<file path="config.mk">
export PLATFORM = sky130hd
export DESIGN_NAME = instr_fetch
export DESIGN_NICKNAME = d
export VERILOG_FILES = /design/src/rtl/riscv_pkg.sv /design/src/rtl/fetch_fifo.sv /design/src/rtl/instr_fetch.sv
export SDC_FILE = /design/constraint.sdc
export NUM_CORES = 1
export LEC_CHECK = 0
export BUFFER_PORTS_ARGS = -buffer_cell sky130_fd_sc_hd__buf_2
export CORE_AREA = 2 2 207 209
export CTS_CLUSTER_SIZE = 20
export DETAILED_ROUTE_END_ITERATION = 6
export DIE_AREA = 0 0 209 211
export SYNTH_ARGS = -nofsm -noshare
export SYNTH_HDL_FRONTEND = slang
export SYNTH_SLANG_ARGS = --single-unit
</file>
<file path="constraint.sdc">
create_clock -name clk -period 2.3 [get_ports clk]
set_input_delay 0.115 -clock clk [delete_from_list [all_inputs] [get_ports clk]]
set_output_delay 0.115 -clock clk [all_outputs]
set_load 0.03 [all_outputs]
</file>
<file path="src/rtl/riscv_pkg.sv">
// Shared core constants and the fetch-to-decode payload type.
package riscv_pkg;
    localparam int              XLEN      = 32;
    localparam logic [XLEN-1:0] NOP_INSTR = 32'h0000_0013;
    localparam logic [XLEN-1:0] PC_STEP   = 32'd4;

    typedef struct packed {
        logic [XLEN-1:0] instr;
        logic [XLEN-1:0] pc;
    } fetch_entry_t;

    function automatic logic [XLEN-1:0] align_pc(input logic [XLEN-1:0] addr);
        return {addr[XLEN-1:2], 2'b00};
    endfunction
endpackage

</file>
<file path="src/rtl/fetch_fifo.sv">
// Small synchronous FIFO with flush; head is read straight from the storage registers.
module fetch_fifo #(
    parameter int DEPTH = 2,
    parameter int WIDTH = 32
) (
    input  logic                   clk,
    input  logic                   rst_n,
    input  logic                   push,
    input  logic [WIDTH-1:0]       push_data,
    input  logic                   pop,
    input  logic                   flush,
    output logic [WIDTH-1:0]       head,
    output logic [$clog2(DEPTH):0] count,
    output logic                   full,
    output logic                   empty
);
    localparam int AW = $clog2(DEPTH);
    localparam logic [AW:0] DEPTH_W = DEPTH[AW:0];

    logic [DEPTH-1:0][WIDTH-1:0] mem;
    logic [AW-1:0] wr_ptr, rd_ptr;
    logic do_push, do_pop;

    // A pop frees a slot in the same cycle, so push is legal even at full.
    assign do_pop  = pop & ~empty;
    assign do_push = push & (~full | do_pop);
    assign head    = mem[rd_ptr];
    assign full    = (count == DEPTH_W);
    assign empty   = (count == '0);

    always_ff @(posedge clk or negedge rst_n) begin
        if (!rst_n) begin
            mem    <= '0;
            wr_ptr <= '0;
            rd_ptr <= '0;
            count  <= '0;
        end else if (flush) begin
            wr_ptr <= '0;
            rd_ptr <= '0;
            count  <= '0;
        end else begin
            if (do_push) begin
                mem[wr_ptr] <= push_data;
                wr_ptr      <= wr_ptr + AW'(1);
            end
            if (do_pop) rd_ptr <= rd_ptr + AW'(1);
            count <= count + (AW+1)'(do_push) - (AW+1)'(do_pop);
        end
    end

    assert property (@(posedge clk) disable iff (!rst_n) !(push && full && !do_pop && !flush));
endmodule

</file>
<file path="src/rtl/instr_fetch.sv">
// Fetch stage: owns the PC, issues credit-limited word requests, buffers {instr, pc} for decode.
module instr_fetch
    import riscv_pkg::*;
#(
    parameter logic [XLEN-1:0] RESET_PC   = 32'h0000_0000,
    parameter int              FIFO_DEPTH = 2
) (
    input  logic            clk,
    input  logic            rst_n,
    output logic            imem_req_valid,
    input  logic            imem_req_ready,
    output logic [XLEN-1:0] imem_req_addr,
    input  logic            imem_rsp_valid,
    input  logic [XLEN-1:0] imem_rsp_data,
    input  logic            redirect_valid,
    input  logic [XLEN-1:0] redirect_pc,
    output logic            out_valid,
    input  logic            out_ready,
    output logic [XLEN-1:0] out_instr,
    output logic [XLEN-1:0] out_pc
);
    localparam int CW = $clog2(FIFO_DEPTH) + 1;
    localparam logic [CW:0] CREDITS = FIFO_DEPTH[CW:0];

    logic [XLEN-1:0]   pc, tag_head;
    logic [CW-1:0]     outstanding, drop_cnt, data_count, tag_count;
    logic [2*XLEN-1:0] data_head;
    fetch_entry_t      head_entry, push_entry;
    logic data_empty, data_full, tag_empty, tag_full;
    logic credit_ok, req_fire, rsp_fire, keep_rsp, out_fire;
    logic unused_ok;

    // Every in-flight request owns a buffer slot, so responses can never overflow the FIFO.
    assign credit_ok      = ({1'b0, outstanding} + {1'b0, data_count}) < CREDITS;
    assign imem_req_valid = rst_n & ~redirect_valid & credit_ok;
    assign imem_req_addr  = pc;

    assign req_fire = imem_req_valid & imem_req_ready;
    assign rsp_fire = imem_rsp_valid;
    assign keep_rsp = rsp_fire & (drop_cnt == '0) & ~redirect_valid;
    assign out_fire = out_valid & out_ready;

    assign push_entry = '{instr: imem_rsp_data, pc: tag_head};
    assign head_entry = fetch_entry_t'(data_head);
    assign out_valid  = ~data_empty;
    assign out_instr  = out_valid ? head_entry.instr : NOP_INSTR;
    assign out_pc     = out_valid ? head_entry.pc : '0;
    assign unused_ok  = &{1'b0, data_full, tag_count};

    always_ff @(posedge clk or negedge rst_n) begin
        if (!rst_n) begin
            pc          <= RESET_PC;
            outstanding <= '0;
            drop_cnt    <= '0;
        end else begin
            outstanding <= outstanding + CW'(req_fire) - CW'(rsp_fire);
            if (redirect_valid) begin
                // Everything still in flight after this cycle belongs to the old stream.
                pc       <= align_pc(redirect_pc);
                drop_cnt <= outstanding - CW'(rsp_fire);
            end else begin
                if (req_fire) pc <= pc + PC_STEP;
                if (rsp_fire && drop_cnt != '0) drop_cnt <= drop_cnt - CW'(1);
            end
        end
    end

    fetch_fifo #(.DEPTH(FIFO_DEPTH), .WIDTH(2*XLEN)) u_data_fifo (
        .clk       (clk),
        .rst_n     (rst_n),
        .push      (keep_rsp),
        .push_data (push_entry),
        .pop       (out_fire & ~redirect_valid),
        .flush     (redirect_valid),
        .head      (data_head),
        .count     (data_count),
        .full      (data_full),
        .empty     (data_empty)
    );

    // Tags are never flushed: dropped responses still return and must pop their tag.
    fetch_fifo #(.DEPTH(FIFO_DEPTH), .WIDTH(XLEN)) u_tag_fifo (
        .clk       (clk),
        .rst_n     (rst_n),
        .push      (req_fire),
        .push_data (pc),
        .pop       (rsp_fire),
        .flush     (1'b0),
        .head      (tag_head),
        .count     (tag_count),
        .full      (tag_full),
        .empty     (tag_empty)
    );

    assert property (@(posedge clk) disable iff (!rst_n) !(rsp_fire && tag_empty));
    assert property (@(posedge clk) disable iff (!rst_n) !(req_fire && tag_full));
endmodule

</file>
==> key figures <==
Timing
  • Max Freq: 412 MHz
  • RSZ-0062 raised after global routing: yes
  • Period utilization: 1.06
  • Fin. max-slew vios: 0
  • Max-slew headroom: 0.414
  • TNS Setup: -6.50 ns
  • Crit path time final: 2.43 ns
  • PnR worst setup slack: -0.128 ns
  • Setup Viol. Count Final: 75
  • Hold Violations, Final: 0
  • Worst hold slack: 0.161 ns
  • Slew @ Worst Pin: 0.877 ns
  • Worst clock skew: 0.0109 ns

Yosys
  • EDFF count, synth: 0
  • Dominant cells by area after synthesis: dfrtp_1 55%, mux2_2 14%, mux2i_1 9.0%
  • Synthesized flop and latch total: 226
  • Most frequent cell after synthesis: dfrtp_1
  • Post-synthesis sequential area ratio: 0.545
  • Unique cell type count in the Yosys netlist: 43
  • Post-synthesis cell area: 10400 um^2
  • Post-synth ARST share: 1.00
  • Synth area leader: dfrtp_1
  • Mapped Cells: 892
  • Post-synth top cells: 226 x dfrtp_1, 125 x mux2_2, 103 x nor2_1
  • Synth warn: 0
  • Most used DFF post-synth: dfrtp_1
  • Post-synth top area share: 0.545
  • Avg Inst Size Synth: 11.6 um^2

Cells and area
  • Share of cells above drive strength 1: 0.377
  • Fillers: 4146
  • FF+latch area: 5660 um^2
  • Total inserted antenna cells: 0
  • Synthesis-to-layout area growth: 38.9%
  • Area of the multi-input gates: 4880 um^2
  • Final Instance Area: 14400 um^2
  • Nets@finish: 1236

Die
  • IO Count: 168
  • Core area: 41800 um^2
  • Die area: 44100 um^2
  • Initial Util: 0.248
  • Chip Width: 209 um
  • Die Height: 211 um
  • Rows: 75

Global route
  • Initial antenna violation count: 1
  • Vias in the first global route: 7810
  • First-pass GRT wire length: 43.4 mm
  • GR Overflow Total: 0
  • GR Util All Layers: 0.125
  • Largest net degree at the start of global routing: 127

Critical path
  • Crit-path max cell delay: 0.54 ns
  • Setup CP Type: flip-flop to flip-flop
  • CP cell instances: inv_2 > nor2_2 > fa_2 > buf_6 > nand4bb_4 > or4_4 > buf_4 > nor2_4 > xnor2_2 > o21ai_1
  • Critical-path top delay cell: or4_4
  • Crit path arrival time: 2.85 ns
  • Req. time, crit path: 2.72 ns
  • WP buf/inv: 3
  • Nature of the critical path startpoint: flip-flop
  • Crit path max fanout: 7
  • CP delay by family, top: simple AND/OR/NAND/NOR gates
  • Crit. End Element: flip-flop

Pwr
  • Power per cell area: 1120 nW/um^2
  • Leakage: 6.67 nW
  • Worst VDD drop: 0.616 mV

Clocking
  • Number of buffers created by CTS: 27
  • CTS tree: built
  • Clock sink total: 226
  • Max Root-Sink Buffers: 3
  • H-tree depth: 1
  • Clock root cell: clkbuf_16
  • Clock transition at the registers of the reported paths: 0.06 ns
  • Clock latency at the later pin of the worst-skew pair: 0.56 ns

Placement
  • Pre-CTS setup slack: -0.188 ns
  • GP Congestion: 0.747
  • PortBufs: 161
  • Hpwl dp: 18.5 mm
  • Placed cell area: 12200 um^2

Routing
  • Vias: 7572
  • Initial DRC Count: 411
  • Post-DR wirelength/cell: 16.6 um
  • ANT nets after route: 0
  • DRC: 0
  • Routed wire length: 28.5 mm
  • Via density: 4.42
  • DR pass1 iterations: 4

Job
  • Maxcap violations: 0

Hold path
  • Min-Delay Path Class: primary input to asynchronous set/reset pin

Status
  • Failing checks: setup timing
  • Status: finished with violations
## sequential cells by signal, summed over array words and instances (netlist names)
signal / flops
drop_cnt: 2
imem_req_addr: 30
outstanding: 2
u_data_fifo.count: 2
u_data_fifo.mem: 124
u_data_fifo.rd_ptr: 1
u_data_fifo.wr_ptr: 1
u_tag_fifo.count: 2
u_tag_fifo.mem: 60
u_tag_fifo.rd_ptr: 1
u_tag_fifo.wr_ptr: 1
## area by class of cell
class / count / share of cell area
clock buffer: 35 / 0.0525
sequential: 226 / 0.393
multi-input combinational: 594 / 0.339
clock inverter: 13 / 0.00991
inverter: 16 / 0.00417
tap: 539 / 0.0468
timing repair buffer: 291 / 0.155
## through the flow
stage                     utilization  power (mW)  cells
after CTS                       0.336        16.0   1706
final                           0.345        16.1   1714
after global placement          0.292        11.1   1585
after global routing            0.345        17.0   1714
after detailed placement        0.292        11.3   1585
after floorplan                     -        9.82    895
## path summary, 6_finish.rpt
path / startpoint / slack [ns] / cells past startpoint / endpoint
max: outstanding[0]$_DFF_PN0_ / -0.13 / 10 / imem_req_addr[24]$_DFFE_PN0P_
min: rst_n / 0.16 / 3 / u_data_fifo.mem[46]$_DFFE_PN0P_
max reg2reg: outstanding[0]$_DFF_PN0_ / -0.13 / 10 / imem_req_addr[24]$_DFFE_PN0P_
min reg2reg: u_data_fifo.mem[70]$_DFFE_PN0P_ / 0.48 / 2 / u_data_fifo.mem[70]$_DFFE_PN0P_
max in group asynchronous: rst_n / 0.90 / 3 / u_data_fifo.mem[38]$_DFFE_PN0P_
min in group clk: imem_req_ready / 0.27 / 6 / imem_req_addr[26]$_DFFE_PN0P_
## power breakdown
group | total (mW) | internal [mW] | switching [mW]
Clock | 4.29 | 2.55 | 1.74
Sequential | 6.52 | 5.55 | 0.965
Combinational | 5.25 | 2.74 | 2.51
Total | 16.1 | 10.8 | 5.22
## cell usage in the layout, fill, tap and decap left out, drive strengths merged, types with 2 or more instances in the layout
| master | n |
|---|---|
| dfrtp | 226 |
| buf | 221 |
| mux2 | 126 |
| nor2 | 103 |
| mux2i | 93 |
| nand2 | 71 |
| dlygate4sd3 | 67 |
| o21ai | 58 |
| clkbuf | 38 |
| a21oi | 33 |
| xnor2 | 31 |
| inv | 18 |
| nor3 | 12 |
| xor2 | 9 |
| ha | 9 |
| nand3 | 8 |
| nand4 | 7 |
| clkinv | 7 |
| nor4 | 6 |
| and3 | 4 |
| conb | 4 |
| nand2b | 3 |
| and2 | 2 |
| and4 | 2 |
| or2 | 2 |
| clkinvlp | 2 |
| bufinv | 2 |
## cell families after synthesis
logic type | Yosys count | synth area share
mux | 219 | 0.227
buf+inv | 75 | 0.0350
xor+xnor | 40 | 0.0338
fa+ha+maj | 10 | 0.0128
simple gates | 227 | 0.100
other cells | 1 | 0.000362
flops | 226 | 0.545
compound gates | 94 | 0.0461
## repair_timing
item                                    CTS  global route
hold buffers                             67             0
setup buffers                             6             4
pin swaps                                 9            10
gates resized for setup                  49            56
hold endpoints to repair                201             0
endpoints found under the setup margin  146           111
gates cloned                              0             4
## tightest hold or removal path: stages
cell           delay (ns)
dlygate4sd3_1        0.56
buf_8                0.14
buf_4                0.26
## per-layer routing
metal / part of all wire / vias up / track usage
li1: - / 3570 / -
met1: 0.46 / 3814 / 0.166
met2: 0.49 / 153 / 0.213
met3: 0.039 / 35 / 0.0207
met4: 0.016 / 0 / 0.0313
met5: 0 / - / 0
No activity file was read; power rests on OpenSTA's default activity.
